===== src/rtl/adder_result_collector.sv =====
// ---------------------------------------------------------------------------
// adder_result_collector
//
// Sits behind the registered 4-bit adder stage. The adder's 5-bit sum shows
// up one cycle after its operand strobe, so the strobe is delayed by one
// cycle to line the two up again. Aligned sums are buffered in a small
// show-ahead FIFO drained through a valid/ready port, and every sum that
// enters the FIFO is also added into a saturating running total.
//
// Ports:
//   aclk      clock, rising edge
//   arst      synchronous active-high reset
//   op_valid  operands presented to the adder this cycle
//   y         adder registered sum (belongs to last cycle's op_valid)
//   clr       synchronous clear of acc / acc_ovf / drop_cnt (FIFO untouched)
//   m_valid   FIFO head valid
//   m_ready   consumer accepts head
//   m_data    FIFO head sum (show-ahead)
//   count     number of entries held
//   full      count == DEPTH
//   empty     count == 0
//   acc       saturating sum of accepted samples
//   acc_ovf   sticky flag, set when acc saturates
//   drop      combinational pulse: presented sample lost because FIFO full
//   drop_cnt  saturating count of dropped samples
// ---------------------------------------------------------------------------
module adder_result_collector #(
   parameter int DEPTH = 4,
   parameter int ACC_W = 12
) (
   input  logic                     aclk,
   input  logic                     arst,
   input  logic                     op_valid,
   input  logic [4:0]               y,
   input  logic                     clr,
   output logic                     m_valid,
   input  logic                     m_ready,
   output logic [4:0]               m_data,
   output logic [$clog2(DEPTH):0]   count,
   output logic                     full,
   output logic                     empty,
   output logic [ACC_W-1:0]         acc,
   output logic                     acc_ovf,
   output logic                     drop,
   output logic [7:0]               drop_cnt
);

   localparam int AW = $clog2(DEPTH);
   localparam int CW = AW + 1;
   localparam logic [CW-1:0]    DEPTH_C = CW'(DEPTH);
   localparam logic [ACC_W-1:0] ACC_MAX = '1;

   logic             vld_d1;
   logic [AW-1:0]    wr_ptr;
   logic [AW-1:0]    rd_ptr;
   logic [4:0]       mem [DEPTH];

   logic             presented;
   logic             push;
   logic             pop;
   logic [ACC_W:0]   acc_sum;
   logic             acc_sat;

   // Status is derived from the occupancy counter rather than from pointer
   // comparison, so full and empty never need an extra wrap bit.
   assign empty   = (count == '0);
   assign full    = (count == DEPTH_C);
   assign m_valid = !empty;
   assign m_data  = mem[rd_ptr];

   // A full FIFO can still accept a sample when the head leaves in the same
   // cycle; only a presented sample with no room and no pop is lost.
   always_comb begin
      presented = vld_d1;
      pop       = m_valid && m_ready;
      push      = presented && (!full || pop);
      drop      = presented && full && !pop;
   end

   // One extra bit on the running sum exposes the carry out of ACC_W bits,
   // which is exactly the saturation condition.
   always_comb begin
      acc_sum = {1'b0, acc} + {{(ACC_W-4){1'b0}}, y};
      acc_sat = acc_sum[ACC_W];
   end

   // Operand strobe delayed one cycle to match the adder's registered sum.
   // Clearing it in reset keeps the adder's post-reset zero out of the FIFO.
   always_ff @(posedge aclk) begin
      if (arst) begin
         vld_d1 <= 1'b0;
      end else begin
         vld_d1 <= op_valid;
      end
   end

   // Storage array; contents are only meaningful below count, so it is not
   // reset.
   always_ff @(posedge aclk) begin
      if (push) begin
         mem[wr_ptr] <= y;
      end
   end

   // Pointers wrap naturally because DEPTH is a power of two; the counter
   // moves only when exactly one of push/pop happens.
   always_ff @(posedge aclk) begin
      if (arst) begin
         wr_ptr <= '0;
         rd_ptr <= '0;
         count  <= '0;
      end else begin
         if (push) begin
            wr_ptr <= wr_ptr + AW'(1);
         end
         if (pop) begin
            rd_ptr <= rd_ptr + AW'(1);
         end
         case ({push, pop})
            2'b10:   count <= count + CW'(1);
            2'b01:   count <= count - CW'(1);
            default: count <= count;
         endcase
      end
   end

   // Running total of pushed samples. clr takes priority over a coincident
   // push: the total restarts at zero and that sample is not counted.
   always_ff @(posedge aclk) begin
      if (arst) begin
         acc     <= '0;
         acc_ovf <= 1'b0;
      end else if (clr) begin
         acc     <= '0;
         acc_ovf <= 1'b0;
      end else if (push) begin
         if (acc_sat) begin
            acc     <= ACC_MAX;
            acc_ovf <= 1'b1;
         end else begin
            acc     <= acc_sum[ACC_W-1:0];
         end
      end
   end

   // Saturating drop counter, cleared together with the running total.
   always_ff @(posedge aclk) begin
      if (arst) begin
         drop_cnt <= '0;
      end else if (clr) begin
         drop_cnt <= '0;
      end else if (drop && (drop_cnt != 8'hFF)) begin
         drop_cnt <= drop_cnt + 8'd1;
      end
   end

endmodule


===== config.mk =====
export PLATFORM = sky130hd
export DESIGN_NAME = adder_result_collector
export DESIGN_NICKNAME = d
export VERILOG_FILES = /design/src/rtl/adder_result_collector.sv
export SDC_FILE = /design/constraint.sdc
export NUM_CORES = 1
export LEC_CHECK = 0
export CORE_MARGIN = 2
export CORE_UTILIZATION = 32
export DETAILED_ROUTE_END_ITERATION = 12
export PLACE_DENSITY = 0.5
export SLEW_MARGIN = 20
export SYNTH_ARGS = -nofsm -noshare
export SYNTH_HDL_FRONTEND = slang
export SYNTH_SLANG_ARGS = --single-unit

===== constraint.sdc =====
create_clock -name aclk -period 2.4 [get_ports aclk]
set_clock_uncertainty 0.1 [all_clocks]
set_input_delay 0.48 -clock aclk [delete_from_list [all_inputs] [get_ports aclk]]
set_output_delay 0.48 -clock aclk [all_outputs]
set_load 0.01 [all_outputs]

==> impl_metrics.ini <==
[run_status]
status = completed

[cts]
worstSkewPairLatency_ns = 0.30
numCtsBuffers = 5
postCtsHoldBufs = 0
cts.sinks = 51
cts.clk_slew.worst_paths_ns = 0.09
cts.path.max_buffers = 2
cts_tree = done
cts-htree-levels = 2
clock-root-buffer = clkbuf_8
postCtsSetupBuffers = 0

[worst_setup_path]
crit_chain = clkdlybuf4s50_1 > or4b_4 > nor2_2 > clkdlybuf4s15_1
cp_slowest_cell = or4b_4
ff2ff_setup_slack_ns = 0.37
r2r_cells = 7
r2r-start = acc[0]
critical_path.max_stage_delay_ns = 0.50
timing.rr.end = acc[2]
criticalPathCategory = in2out
endpoint_kind = primary output
path_max_fanout = 2
worst-path-buf-inv = 2
arrival_ns = 1.78
crit_required_ns = 1.82
startpoint_type = primary input
critical_path.top_delay_family = buffers and inverters

[global_routing]
antenna_found_initial = 0
grt_max_degree = 18
grt_overflow_total = 0
track_usage_pct = 12.80
grt_first_pass_wirelength_um = 7762
grt_pass1_vias = 1572

[sta]
min_period_ns = 2.360
max_freq_mhz = 423.7
slew_viol_final = 0
finalHoldViolCount = 0
max-slew-margin-rel_pct = 74.34
finalSetupViolCount = 0
tightest_slew_ns = 0.3841
post-route-period-util_pct = 98.34
rsz0062_at_grt = false

[drt]
num_vias = 1685
drc = 0
totalWireLength_um = 4746
drt_first_pass_iters = 4
wire_per_inst_um = 12.86
vias_per_cell = 4.566
drt_iter0_drc = 49
ant_nets = 0

[synthesis]
syn_inst = 205
synth-main-ff-cell = dfxtp_1
synth_edf_count = 20
synth_top_area_share_pct = 26.80
synth_top_area_cell = dfxtp_1
ys_seq_elements = 51
synth.net_count = 227
syn_area_per_cell_um2 = 11.30
syn_area_um2 = 2316
synth_warnings = 0
synthTopCellsByArea = dfxtp_1, edfxtp_1, ha_1
ys_types = 35
async_flop_share_pct = 0
ys_seq_area_share_pct = 52.73

[die]
fp.dieArea_um2 = 7933
rows = 31
coreArea_um2 = 7137
die_height_um = 89.07
die_w_um = 89.07
start_util_pct = 32.45
io-pin-count = 43

[power_and_ir_drop]
clkPwrFrac_pct = 24.2
seqPwrFrac_pct = 48.5
p_int_w = 0.001485
switching_share_pct = 28.14
p_sw_w = 0.0005815
power_w = 0.002067
pwr-share-comb_pct = 27.3
powerDensity_nw_per_um2 = 664.2
p_leak_nw = 1.141
irDropWorstVdd_v = 0.0002972

[layout]
layout_commonest_cell = clkdlybuf4s50_1
final_net_count = 291
insertedDiodeCount = 0
finish.instance_area_um2 = 3112
final_cell_mix = clkdlybuf4s50_1, dfxtp_1, buf_4, edfxtp_1, a21oi_1
syn2layout_area_growth_pct = 34.36
drive_gt1_share_pct = 15.93

[min_path]
hp-start = acc_ovf
min-delay-path-class = reg2reg
min_to = acc_ovf
min_delay_path_depth = 2

[place]
placed_area_um2 = 2998
place_congestion = 0.7749
port_buffers = 42
place_hpwl_um = 3566

[flow_run]
drv_cap = 0
## what timing repair did
action / in CTS / in global routing
endpoints found under the hold margin: 0 / 0
cloned: 0 / 0
setup endpoints to repair: 17 / 7
resized for setup: 7 / 3
## kinds of logic after synthesis
group / Yosys count / share of synthesized area, %
muxes: 7 / 5.727
DFF: 51 / 52.73
and+or+nand+nor: 59 / 13.02
xor gates and xnor gates: 19 / 7.185
adders and majority gates: 12 / 7.131
AOI/OAI and AO/OA: 42 / 11.72
buffers and inverters: 15 / 2.485
## power groups by stage
stage / Clock (W) / Combinational (W) / Sequential (W)
floorplan: 0 / 0.000289 / 0.00102
global placement: 0 / 0.000563 / 0.00102
detailed placement: 0 / 0.000559 / 0.00102
CTS: 0.000519 / 0.000575 / 0.00100
global route: 0.000556 / 0.000618 / 0.00101
finish: 0.000499 / 0.000565 / 0.00100
## worst register-to-register path, stage by stage (launching register included)
cell      delay, ns
dfxtp_1        0.36
ha_1           0.22
fa_1           0.39
a211oi_1       0.25
o21bai_1       0.12
and3b_1        0.22
a21oi_2        0.20
a21oi_1        0.08
## registers in the layout, summed over array words and instances (netlist names), named ones only
signal,count
acc_ovf,1
presented,1
wr_ptr,2
rd_ptr,2
mem,20
count,3
acc,12
drop_cnt,8
## layout make-up
type | count | area (um2)
fillers | 707 | 4025
flip-flops and latches | 51 | 1222
multi-input cells | 139 | 1054
repair buffers | 64 | 589.3
well taps | 99 | 123.9
clock buffers | 5 | 68.82
inverters | 8 | 30.03
clock inverters | 3 | 23.77
## synthesized netlist by cell type (all sizes together), types with 6 or more instances
cell,number
o21ai,6
xor2,9
a21oi,18
nand3,11
ha,10
nor2,16
xnor2,10
and3,8
dfxtp,31
inv,8
nand2,10
edfxtp,20
## worst max path at each step
stage          startpoint  endpoint  slack, ns  cells after the start
2_1_floorplan        y[0]    acc[4]       0.29                      7
3_3_place_gp         y[0]    acc[0]      -0.37                      8
3_5_place_dp         y[0]    acc[0]      -0.41                      8
4_1_cts           m_ready      drop      0.004                      4
5_1_grt           m_ready      drop     0.0003                      4
6_report          m_ready      drop       0.04                      4
## through the flow
step           TNS (ns)  std cells  hold slack, ns  util (%)  worst slack [ns]
3_3_place_gp     -5.501        361          0.3485     42.01           -0.3654
6_report              0        369          0.3642     43.60           0.03985
4_1_cts               0        369          0.3681     43.51          0.003757
2_1_floorplan         0        205          0.3692         -            0.2888
3_5_place_dp     -6.115        361          0.3447     42.01           -0.4125
5_1_grt               0        369          0.3953     43.60         0.0003061
## per-layer routing
layer | up-vias | global-route usage (%) | wire (um) | part of all wire (%)
met5 | - | 0 | 0 | 0
met3 | 6 | 3.047 | 152 | 3.2
met4 | 0 | 4.342 | 71 | 1.5
li1 | 870 | - | - | -
met2 | 32 | 18.66 | 2130 | 45
met1 | 777 | 18.65 | 2391 | 50
No activity file was read; power rests on OpenSTA's default activity.
